**src/rtl/fifo_ctrl.sv**
```systemverilog
// Sequencing controller for an 8-entry FIFO.
// Keeps head/tail/count and drives register-file strobes.
module fifo_ctrl #(
  parameter int DEPTH = 8,
  parameter int AW    = 3,
  parameter int CW    = 4
) (
  input  logic          clk,
  input  logic          reset_n,
  input  logic          wr_en,
  input  logic          rd_en,
  output logic [2:0]    state,
  output logic [CW-1:0] data_count,
  output logic [AW-1:0] head,
  output logic [AW-1:0] tail,
  output logic          we_rf,
  output logic          re_rf
);

  typedef enum logic [2:0] {
    INIT     = 3'b000,
    NO_OP    = 3'b001,
    WRITE    = 3'b010,
    WR_ERROR = 3'b011,
    READ     = 3'b100,
    RD_ERROR = 3'b101
  } state_t;

  localparam logic [CW-1:0] FULL_CNT = CW'(DEPTH);

  state_t state_q;
  state_t state_d;
  logic   full;
  logic   empty;
  logic   wr_only;
  logic   rd_only;
  logic   illegal;

  assign full    = (data_count == FULL_CNT);
  assign empty   = (data_count == '0);
  assign wr_only = wr_en & ~rd_en;
  assign rd_only = rd_en & ~wr_en;
  assign illegal = state_q[2] & state_q[1];

  assign we_rf = reset_n & wr_only & ~full;
  assign re_rf = reset_n & rd_only & ~empty;
  assign state = state_q;

  always_comb begin
    state_d = NO_OP;
    if (illegal) begin
      state_d = INIT;
    end else begin
      unique case (1'b1)
        wr_only & ~full:  state_d = WRITE;
        wr_only & full:   state_d = WR_ERROR;
        rd_only & ~empty: state_d = READ;
        rd_only & empty:  state_d = RD_ERROR;
        default:          state_d = NO_OP;
      endcase
    end
  end

  always_ff @(posedge clk or negedge reset_n) begin
    if (!reset_n) begin
      state_q    <= INIT;
      head       <= '0;
      tail       <= '0;
      data_count <= '0;
    end else begin
      state_q <= state_d;
      // An unused state code also scrubs the datapath.
      if (illegal) begin
        head       <= '0;
        tail       <= '0;
        data_count <= '0;
      end else if (state_d == WRITE) begin
        tail       <= tail + AW'(1);
        data_count <= data_count + CW'(1);
      end else if (state_d == READ) begin
        head       <= head + AW'(1);
        data_count <= data_count - CW'(1);
      end
    end
  end

endmodule

```
**config.mk**
```make
export PLATFORM = sky130hd
export DESIGN_NAME = fifo_ctrl
export DESIGN_NICKNAME = d
export VERILOG_FILES = /design/src/rtl/fifo_ctrl.sv
export SDC_FILE = /design/constraint.sdc
export NUM_CORES = 1
export LEC_CHECK = 0
export CAP_MARGIN = 20
export CORE_UTILIZATION = 35
export DETAILED_ROUTE_END_ITERATION = 16
export DONT_BUFFER_PORTS = 1
export MAX_ROUTING_LAYER = met4
export PLACE_DENSITY = 0.52
export SLEW_MARGIN = 20
export SYNTH_ARGS = -nofsm -noshare
export SYNTH_HDL_FRONTEND = slang
export SYNTH_SLANG_ARGS = --single-unit
```
**constraint.sdc**
```tcl
create_clock -name clk -period 2.4 [get_ports clk]
set_clock_uncertainty 0.05 [all_clocks]
set_input_delay 0.48 -clock clk [delete_from_list [all_inputs] [get_ports clk]]
set_output_delay 0.48 -clock clk [all_outputs]
set_load 0.01 [all_outputs]
```
==> reports/results.ini, run 1 <==
[global_routing]
grt-ovfl-total=0
grt_use_total=0.1653
grt_pass1_vias=519
grt_max_degree=14
grt_pass1_wl_mm=2.449
antenna_found_initial=0

[sta]
rsz0062_at_grt=no
drv_slew=0
period_share=0.9065
fmax_mhz=459.7
tightest_slew_ps=598.9
hold_slack_ps=526.6
hold_violations=0
tns_ps=0
relSlewSlack=0.5994
fin_crit_ps=2175
finalSetupViolCount=0

[pwr]
total_power_mw=0.9408
switching_power_mw=0.3757
sequentialPowerShare=0.413
power_leakage_nw=0.4264
p_sw_frac=0.3994
ir_drop_v=0.0005813
p_clk_frac=0.143
power_density_mw_per_mm2=1074
pwr-share-comb=0.444
power.internal_mw=0.5651

[detailed_routing]
drtIter0Drc=4
vias_per_cell=4.920
wirelength_mm=1.497
via_count=556
first_pass_iters=4
drcViolationCount=0
antenna_left=0
wl_per_cell_um=13.25

[setup_path]
crit_fanout=7
crit_required_ps=2500
crit_path_start=data_count[1]$_DFFE_PN0P_
worst-endpoint-arrival_ps=2270
start_kind=flip-flop
endpoint_kind=flip-flop
rr_startpoint=data_count[1]$_DFFE_PN0P_
setup.worst_path.class=flip-flop to flip-flop

[clocking]
postCtsSetupBuffers=0
path_clk_slew_ps=80
cts-root-buf=clkbuf_4
clk_latency_ps=270
clockBufferDepth=2
cts_tree=yes
cts_buffers=3
clock_sinks=13
cts.htree.levels=1

[finish]
layout.cells.non_filler=113
diodes=0
area_growth_pct=16.86
fin_util=0.4419
final_common_cell=dfrtp_1
fillers=206
drive_gt1_frac=0.1860
layout_common_cells=dfrtp_1 (13), nor2_1 (9), buf_4 (7)
final_nets=98

[floorplanning]
start_util=0.3782
coreArea_mm2=0.001982
dieArea_mm2=0.002330
io_pins=19
die_x_um=48.28
die_h_um=48.28
rows=16

[synthesis]
avgSynthCellArea_um2=9.993
synth.distinct_cells=27
yosys_warnings=0
synth-seq-cells=13
synth-seq-area-share=0.4341
syn_inst=75
synth_area_um2=749.5
synth.net_count=86

[placement]
placed_cells=108
hpwl_mm=1.126
io_buffers=0
place.gp.congestion=0.7919

[status]
outcome=completed

[flow_run]
max_cap_violations=0

[hold_path]
hold_path_startpoint=tail[0]$_DFFE_PN0P_
hold_class=flip-flop to flip-flop

## critical path, cell delays in order, from the launching register on
cell and delay, ps:
dfrtp_1 380, or4b_4 550, nand4_2 120, buf_4 160, ha_1 270, a21oi_2 160
and3_4 200, o21a_1 120, nor3_1 40
## power by group through the flow
| stage | Clock [mW] | Combinational, mW | Sequential [mW] |
|---|---|---|---|
| after floorplan | 0 | 0.237 | 0.426 |
| after global placement | 0 | 0.387 | 0.391 |
| after detailed placement | 0 | 0.398 | 0.393 |
| after CTS | 0.142 | 0.405 | 0.389 |
| after global routing | 0.150 | 0.491 | 0.403 |
| final | 0.135 | 0.417 | 0.388 |
## through the flow
stage                     cell area [um^2]  setup WS, ps
final                                875.8         224.5
after global routing                 875.8         51.62
after CTS                            868.3         131.3
after detailed placement             832.0         84.52
after global placement               832.0         145.8
after floorplan                      749.5         97.05
## state kept, by name, summed over array words and instances (netlist names)
register    flops
data_count      4
tail            3
state           3
head            3
## final timing paths
kind	end	slack, ps	cells past startpoint
worst max-delay path	data_count[3]$_DFFE_PN0P_	220	8
worst min-delay path	tail[0]$_DFFE_PN0P_	530	1
worst max register to register	data_count[3]$_DFFE_PN0P_	220	8
max in group asynchronous	data_count[2]$_DFFE_PN0P_	1320	1
worst min register to register	tail[0]$_DFFE_PN0P_	530	1
min in group asynchronous	state[0]$_DFF_PN0_	600	1
## area by class of cell
type | count | area (um^2) | share of cell area
multi-input cells | 55 | 405.4 | 0.4629
well taps | 27 | 33.78 | 0.03857
inverters | 6 | 22.52 | 0.02571
clock buffers | 4 | 26.28 | 0.03000
repair buffers | 8 | 62.56 | 0.07143
flip-flops and latches | 13 | 325.3 | 0.3714
## layer usage
metal | global-route usage | share of wire | vias up
li1 | - | - | 279
met1 | 0.2118 | 0.46 | 259
met2 | 0.2133 | 0.43 | 16
met3 | 0.1000 | 0.092 | 2
met4 | 0.05000 | 0.010 | 0
met5 | - | 0 | -
## timing repair
item / CTS / global route
gates resized for setup: 0 / 2
hold buffers: 1 / 0
endpoints found under the setup margin: 0 / 2
hold endpoints to repair: 13 / 0
## cells by family after synthesis
group,after synthesis,share of synthesized area
compound gates,9,0.08180
xor+xnor,5,0.05844
fa+ha+maj,7,0.1269
buf+inv,7,0.03505
flops,13,0.4341
mux,2,0.02671
simple gates,32,0.2371
## synth_stat cells
| master | count | area [um^2] |
|---|---|---|
| dfrtp_1 | 13 | 325.3 |
| nor2_1 | 9 | 33.78 |
| ha_1 | 6 | 75.07 |
| inv_1 | 6 | 22.52 |
| nand2_1 | 6 | 22.52 |
| nand3_1 | 4 | 20.02 |
| xnor2_1 | 3 | 26.28 |
| a21oi_1 | 2 | 10.01 |
| and2_1 | 2 | 12.51 |
| and3_1 | 2 | 12.51 |
| mux2i_1 | 2 | 20.02 |
| nor3_1 | 2 | 10.01 |
| o21a_1 | 2 | 15.01 |
| o21ai_0 | 2 | 10.01 |
| xor2_1 | 2 | 17.52 |
| a211oi_1 | 1 | 7.510 |
| a21o_1 | 1 | 7.510 |
| a32o_2 | 1 | 11.26 |
| and3_4 | 1 | 11.26 |
| clkbuf_1 | 1 | 3.750 |
| fa_1 | 1 | 20.02 |
| nand3b_1 | 1 | 7.510 |
| nand4_2 | 1 | 12.51 |
| nor3b_1 | 1 | 7.510 |
| nor4_1 | 1 | 6.260 |
| or4_4 | 1 | 11.26 |
| or4b_1 | 1 | 10.01 |
Power figures use the tool's default switching activity.
==> run 2: changes to the inputs <==
Settings changed: CORE_MARGIN set to 5, CORE_UTILIZATION 35 to 40, CTS_CLUSTER_SIZE set to 28, PLACE_DENSITY 0.52 to 0.57.
==> reports/results.ini, run 2 (synthesis gave the netlist of run 1 again) <==
[status]
outcome=completed  ; unchanged

[placement]
placed_cells=106  ; was 108
place.gp.congestion=0.8372  ; was 0.7919
io_buffers=0  ; unchanged
hpwl_mm=1.228  ; was 1.126 mm

[detailed_routing]
vias_per_cell=4.973  ; was 4.920
wirelength_mm=1.539  ; was 1.497 mm
via_count=552  ; was 556
first_pass_iters=4  ; unchanged
drcViolationCount=0  ; unchanged
antenna_left=0  ; unchanged
wl_per_cell_um=13.86  ; was 13.25 um
drtIter0Drc=2  ; was 4

[pwr]
power_density_mw_per_mm2=1055  ; was 1074 mW/mm^2
power_leakage_nw=0.4240  ; was 0.4264 nW
sequentialPowerShare=0.427  ; was 0.413
pwr-share-comb=0.430  ; was 0.444
ir_drop_v=0.0004610  ; was 0.0005813 V
switching_power_mw=0.3628  ; was 0.3757 mW
power.internal_mw=0.5507  ; was 0.5651 mW
p_sw_frac=0.3972  ; was 0.3994
p_clk_frac=0.143  ; about the same
total_power_mw=0.9135  ; was 0.9408 mW

[floorplanning]
start_util=0.4294  ; was 0.3782
dieArea_mm2=0.002839  ; was 0.002330 mm^2
io_pins=19  ; unchanged
rows=15  ; was 16
die_x_um=53.29  ; was 48.28 um
die_h_um=53.29  ; was 48.28 um
coreArea_mm2=0.001745  ; was 0.001982 mm^2

[setup_path]
start_kind=flip-flop  ; unchanged
rr_startpoint=data_count[1]$_DFFE_PN0P_  ; unchanged
crit_fanout=3  ; was 7
crit_path_start=data_count[1]$_DFFE_PN0P_  ; unchanged
endpoint_kind=flip-flop  ; unchanged
crit_required_ps=2540  ; was 2500 ps
worst-endpoint-arrival_ps=2380  ; was 2270 ps
setup.worst_path.class=flip-flop to flip-flop  ; unchanged

[clocking]
cts_buffers=3  ; unchanged
clock_sinks=13  ; unchanged
clockBufferDepth=2  ; unchanged
cts_hold_buf=1  ; unchanged
cts.htree.levels=1  ; unchanged
postCtsSetupBuffers=0  ; unchanged
clk_latency_ps=270  ; about the same
path_clk_slew_ps=80  ; about the same
cts_tree=yes  ; unchanged
cts_resized=0  ; unchanged
cts-root-buf=clkbuf_4  ; unchanged

[global_routing]
grt_use_total=0.1343  ; was 0.1653
grt_pass1_vias=565  ; was 519
grt_max_degree=14  ; unchanged
antenna_found_initial=0  ; unchanged
grt_pass1_wl_mm=2.670  ; was 2.449 mm
grt-ovfl-total=0  ; unchanged

[flow_run]
max_cap_violations=0  ; unchanged

[hold_path]
hold_class=primary input to flip-flop  ; was flip-flop to flip-flop
hold_path_startpoint=rd_en  ; was tail[0]$_DFFE_PN0P_

[sta]
relSlewSlack=0.6074  ; was 0.5994
drv_slew=0  ; unchanged
tightest_slew_ps=586.9  ; was 598.9 ps
hold_slack_ps=492.4  ; was 526.6 ps
fmax_mhz=447.5  ; was 459.7 MHz
finalSetupViolCount=0  ; unchanged
rsz0062_at_grt=no  ; unchanged
fin_crit_ps=2235  ; was 2175 ps
hold_violations=0  ; unchanged
tns_ps=0  ; unchanged
period_share=0.9312  ; was 0.9065

[finish]
regMostFlops=data_count  ; unchanged
area_growth_pct=15.53  ; was 16.86%
fillers=175  ; was 206
layout.cells.non_filler=111  ; was 113
fin_util=0.4961  ; was 0.4419
layout_common_cells=dfrtp_1 (13), nor2_1 (9), buf_4 (7)  ; unchanged
largest_reg_flops=4  ; unchanged
drive_gt1_frac=0.1628  ; was 0.1860
final_common_cell=dfrtp_1  ; unchanged
final_nets=98  ; unchanged
diodes=0  ; unchanged

## run 2: cell types whose count changed in the layout (fill, tap and decap cells not counted)
cell,change
or4b_1,+1
a21oi_1,+1
a21oi_2,-1
or4b_4,-1
## run 2: power by group through the flow
stage	Combinational, mW	Clock (mW)	Sequential, mW
floorplan	0.237	0	0.426
global route	0.456	0.145	0.405
detailed placement	0.394	0	0.398
global placement	0.386	0	0.396
CTS	0.400	0.136	0.394
finish	0.393	0.131	0.390
## run 2: area by class of cell
class / instances / area, um^2 / share of cell area
clock buffer: 4 / 26.28 / 0.03035
inverter: 6 / 22.52 / 0.02601
multi-input combinational: 55 / 397.9 / 0.4595
sequential: 13 / 325.3 / 0.3757
tap: 25 / 31.28 / 0.03613
timing repair buffer: 8 / 62.56 / 0.07225
## run 2: routing by layer
metal | vias up | part of all wire | track usage
li1 | 280 | - | -
met1 | 254 | 0.42 | 0.1583
met2 | 16 | 0.47 | 0.2041
met3 | 2 | 0.10 | 0.07887
met4 | 0 | 0.0039 | 0.01277
met5 | - | 0 | -
## run 2: through the flow
stage                     setup slack [ps]  instance area [um^2]
final                                165.2                 865.8
after CTS                            148.3                 865.8
after global routing                 7.000                 865.8
after floorplan                      97.05                 749.5
after global placement               137.9                 829.5
after detailed placement             87.22                 829.5
## run 2: final timing paths
path	end	slack (ps)	cells after the start
min reg2reg	tail[0]$_DFFE_PN0P_	550	1
min	state[0]$_DFF_PN0_	490	2
max	data_count[3]$_DFFE_PN0P_	170	8
max in group asynchronous	head[0]$_DFFE_PN0P_	1320	1
min in group asynchronous	data_count[2]$_DFFE_PN0P_	590	1
max reg2reg	data_count[3]$_DFFE_PN0P_	170	8
## run 2: worst max-delay path, cell delays in order (launching register included)
cell	delay, ps
dfrtp_1	380
or4b_1	590
nand4_2	140
ha_1	230
a21o_1	170
a21oi_1	180
and3_4	210
nor3_1	50
nor3_1	160
==> run 3: changes to the inputs <==
Settings changed: TNS_END_PERCENT set to 50.
==> results of run 3 <==
Same layout as run 2: the final DEF is identical, and so are final timing and power.
==> edit 1, RTL diff (config.mk and constraints of run 1) <==
Put a register stage on the outputs `we_rf` and `re_rf`. The values now appear one clock later. The other outputs are not delayed to match.
--- a/src/rtl/fifo_ctrl.sv
+++ b/src/rtl/fifo_ctrl.sv
@@ -42,8 +42,10 @@
   assign rd_only = rd_en & ~wr_en;
   assign illegal = state_q[2] & state_q[1];
 
-  assign we_rf = reset_n & wr_only & ~full;
-  assign re_rf = reset_n & rd_only & ~empty;
+  always_ff @(posedge clk) begin
+    we_rf <= reset_n & wr_only & ~full;
+    re_rf <= reset_n & rd_only & ~empty;
+  end
   assign state = state_q;
 
   always_comb begin
Check against the original RTL: not equivalent (a bounded check fails within 4 cycles, from zero or initial values and one cycle with reset_n low).
==> edit 1 against run 1 <==
Sequential cell count is 2 higher. Area after synthesis is 13% higher. Design area is 23% higher. Routed wire length is 8.4% higher. Total power is 14% higher. Worst setup slack worse by 0.058 ns. Clock power is 9% higher.
==> edit 1: results (changes against run 1) <==
- The net count after synthesis came to 92 (+7.0%).
- The delay of the slowest cell on the worst path is 0.42 ns (-0.13 ns).
- The slowest stage of the critical path belongs to the cell dfrtp_1.
- The wire length on met1 is 734 µm (+5.6%).
- The number of antenna violations at the first check in global routing is 0 (unchanged).
- Ranked by total cell area, the synthesized netlist is headed by dfrtp_1, ha_1, mux2i_1.
- The fraction of met3 tracks used by global routing is 0.0536 (-0.0464).
- More flip-flops sit in one register than any other, and that register is data_count.
- The initial DRC count came to 2 (-2).
- The number of search-and-repair iterations in the first detailed-routing pass is 3 (-1).
- The post-layout net count was 106 (+8.2%).
- The wire length on met2 came to 774 µm (+20%).
- The final RePlAce weighted congestion is 0.668 (-16%).
- The ratio of cells with drive above 1 in the final layout is 0.326 (+0.140).
- The sequential-to-total area share from yosys stat was 0.433 (-0.00146).
- The via count of the routed design is 588 (+5.8%).
- The mux share of post-synthesis cell area came to 0.0770 (+0.0503).
- The estimated wirelength of the detail-placed design is 1260 µm (+12%).
- The adder-cell share of the synthesized area came to 0.142 (+0.0153).
- The first-pass GRT wire length was 2800 µm (+14%).
- The met1 track utilization from global routing is 0.172 (-0.0399).
- In the synthesized netlist, the cells that appear most often are dfrtp_1, nor2_1, ha_1, nand2_1, inv_1.
- The net switching fraction of the power is 0.397 (-0.00232).
- On the critical path the largest part of the delay comes from multiplexers.
- The async set-reset flop share out of synthesis is 0.867 (-0.133).
- The depth of the most critical reg-to-reg path is 8 (unchanged).
- The arrival time at the worst endpoint is 2.40 ns (+0.13 ns).
- The fraction of the mapped netlist area in compound gates is 0.138 (+0.0560).
- The run finished with clean final reports.
- The post-CTS clock slew at the launch and capture registers of the worst setup and hold paths is 0.10 ns (+0.02 ns).
- The share of the synthesized netlist area taken by xor and xnor gates is 0.0415 (-0.0169).
- The highest net fanout along the worst path is 3 (-4).
- The sum of routed wire length over all layers came to 1620 µm (+8.4%).
- The combined global-route utilization of all metal layers is 0.155 (-0.0104).
- The leakage component of the power was 0.481 nW (+13%).
- The met3 layer wire length in the routed design came to 97 µm (-30%).
- The number of unique standard cell types used by synthesis is 24 (-11%).
- The register-to-register path setup slack was 0.17 ns (-0.06 ns).
==> edit 1: final cells by class <==
| class | instances | area [µm²] |
|---|---|---|
| fill | 224 | 1160 |
| inverter | 7 | 43.8 |
| sequential | 15 | 365 |
| clock inverter | 1 | 5.00 |
| clock buffer | 3 | 22.5 |
| multi-input combinational | 56 | 527 |
| tap | 28 | 35.0 |
| timing repair buffer | 10 | 77.6 |
==> edit 1: through the flow <==
stage | TNS (ns) | cell area, µm² | cells | worst slack [ns]
after global placement | -0.0149 | 1030 | 115 | -0.0149
after global routing | 0 | 1080 | 120 | 0.0583
after CTS | 0 | 1070 | 120 | 0.156
after detailed placement | -0.0569 | 1030 | 115 | -0.0569
after floorplan | -0.0960 | 936 | 79 | -0.0960
final | 0 | 1080 | 120 | 0.167
==> edit 1: cells by family after synthesis <==
family / Yosys count
AOI/OAI and AO/OA: 13
xor gates and xnor gates: 4
adders and majority gates: 9
buffers and inverters: 8
DFF: 15
muxes: 6
and+or+nand+nor: 24
==> edit 1: how the worst min path moves through the flow <==
stage / startpoint / slack, ns / to / cells after the start
3_3_place_gp: reset_n / 0.13 / data_count[3]$_DFFE_PN0P_ / 0
3_5_place_dp: reset_n / 0.13 / data_count[3]$_DFFE_PN0P_ / 0
6_report: reset_n / 0.26 / we_rf$_DFF_P_ / 2
2_1_floorplan: reset_n / 0.13 / data_count[0]$_DFFE_PN0P_ / 0
5_1_grt: reset_n / 0.27 / re_rf$_DFF_P_ / 2
4_1_cts: reset_n / 0.26 / we_rf$_DFF_P_ / 2
==> edit 1: power groups by stage <==
stage               combinational [W]  sequential [W]  clock, W
floorplan                    0.000290        0.000470         0
global placement             0.000461        0.000440         0
detailed placement           0.000480        0.000441         0
CTS                          0.000485        0.000437  0.000157
global route                 0.000558        0.000444  0.000164
finish                       0.000489        0.000433  0.000147
==> edit 2, RTL diff (settings of run 1) <==
Made on the original files. Set the parameter `CW` to 2 (it was 4).
--- a/src/rtl/fifo_ctrl.sv
+++ b/src/rtl/fifo_ctrl.sv
@@ -3,7 +3,7 @@
 module fifo_ctrl #(
   parameter int DEPTH = 8,
   parameter int AW    = 3,
-  parameter int CW    = 4
+  parameter int CW    = 2
 ) (
   input  logic          clk,
   input  logic          reset_n,
Interface: changed (resized data_count); port bits go from 19 to 17. The function was not compared with the original's and may differ.
==> edit 2 against run 1 <==
Count of clock-buffer cells in the layout is the same. Critical path type is now reg -> out. Synthesized cell count fell by 19%. Routed wire length fell by 14%. Design area is 27% lower. Register-to-register slack gained 0.73 ns. Area after synthesis is 21% lower. Sequential cell count shrank 2. Worst setup slack improved by 0.27 ns. Via count decreased by 14%.
Power is not compared: it rests on default switching activity, and its combinational part moved more than twofold at a synthesized area within 25%.
==> edit 2: results (changes against run 1) <==
- The flow ran to the end, and the final reports show no timing, DRC or antenna violations.
- The via count of the first global-routing pass was 448 (-14%).
- The dominant delay contributor by cell family on the critical path is simple AND/OR/NAND/NOR gates.
- The clock sink total is 11 (-2).
- The non-clock buffering overhead in the final layout was 0.0157 (-0.0557).
- The wire length on met1 is 579 µm (-17%).
- The cell at the slowest stage of the critical path is dfrtp_1.
- The number of multi-input logic gates is 45 (-18%).
- The sequential-to-total area share from yosys stat came to 0.462 (+0.0281).
- The tightest slew margin relative to the limit came to 0.664 (+0.0649).
- The first-pass GRT wire length came to 2080 µm (-15%).
- The count of inverters other than clock inverters in the layout is 3 (-3).
- The delay of the slowest cell on the worst path is 0.50 ns (-0.05 ns).
- The register-to-register path setup slack is 0.95 ns (+0.73 ns).
- The worst hold margin came to 0.558 ns (+0.0311 ns).
- The estimated wirelength of the detail-placed design was 878 µm (-22%).
- The source of the worst register-to-register timing path is data_count[0]$_DFFE_PN0P_.
- The path class of the lowest-slack min-delay path is in -> async.
- The cell count after synthesis is 61 (-19%).
- The met3 layer wire length in the routed design is 94 µm (-32%).
- The number of unique standard cell types used by synthesis is 25 (-7.4%).
- The met1 track utilization from global routing was 0.187 (-0.0245).
- The sequential cell area is 275 µm² (-15%).
- The fraction of area in clock buffers and inverters was 0.0413 (+0.0113).
- The fraction of met3 tracks used by global routing is 0.0340 (-0.0660).
- The via count of the routed design is 476 (-14%).
- The wire length on met2 is 602 µm (-7.0%).
- The filler cell count is 155 (-25%).
- The combined global-route utilization of all metal layers is 0.160 (-0.00556).
- The ratio of cells with drive above 1 in the final layout is 0.125 (-0.0610).
- The final RePlAce weighted congestion is 0.714 (-9.8%).
- The initial DRC count is 18 (+14).
- By area the synthesized netlist is led by dfrtp_1, ha_1, o21ai_0.
- The number of placed cells counting well taps came to 75 (-31%).
- The arrival time at the worst endpoint is 1.38 ns (-0.89 ns).
- The non-clock buffer instance count of the final layout is 1 (-7).
- The worst setup timing slack at the placement stage is 0.399 ns (+0.315 ns).
- The fraction of met2 tracks used by global routing is 0.242 (+0.0285).
- The proportion of cell area occupied by multi-input gates is 0.462 (-0.00117).
- The capturing point of the worst reg2reg path is data_count[0]$_DFFE_PN0P_.
- The net count after synthesis is 69 (-20%).
- The non-filler instance count after layout is 80 (-29%).
edit 2: cell types whose count changed in the layout (fill, tap and decap cells not counted), moves of 3 or more:
cell	change
a21oi_1	+6
buf_4	-7
inv_1	-3
nand2_1	-3
nand3_1	-3
nor2_1	-7
o21ai_0	+6
or3_1	+3
edit 2: logic make-up (layout without fill, tap and decap cells):
logic type / after synthesis / after routing / share of synthesized area
XOR/XNOR: 1 / 1 / 0.0147
buffers and inverters: 5 / 8 / 0.0441
flip-flops: 11 / 11 / 0.462
adder cells (fa/ha/maj): 4 / 4 / 0.0840
AND/OR/NAND/NOR: 22 / 22 / 0.231
AO/OA/AOI/OAI: 18 / 18 / 0.164
edit 2: per-stage QoR:
step / power (W) / area (µm²)
after floorplan: 0.000226 / 596
after global placement: 0.000231 / 601
after detailed placement: 0.000233 / 601
after CTS: 0.000366 / 637
after global routing: 0.000382 / 637
final: 0.000359 / 637
edit 2: timing repair:
item                                   4_1_cts  5_1_grt
endpoints found under the hold margin       11        0
hold buffers                                 1        0
buffers inserted                             0        0
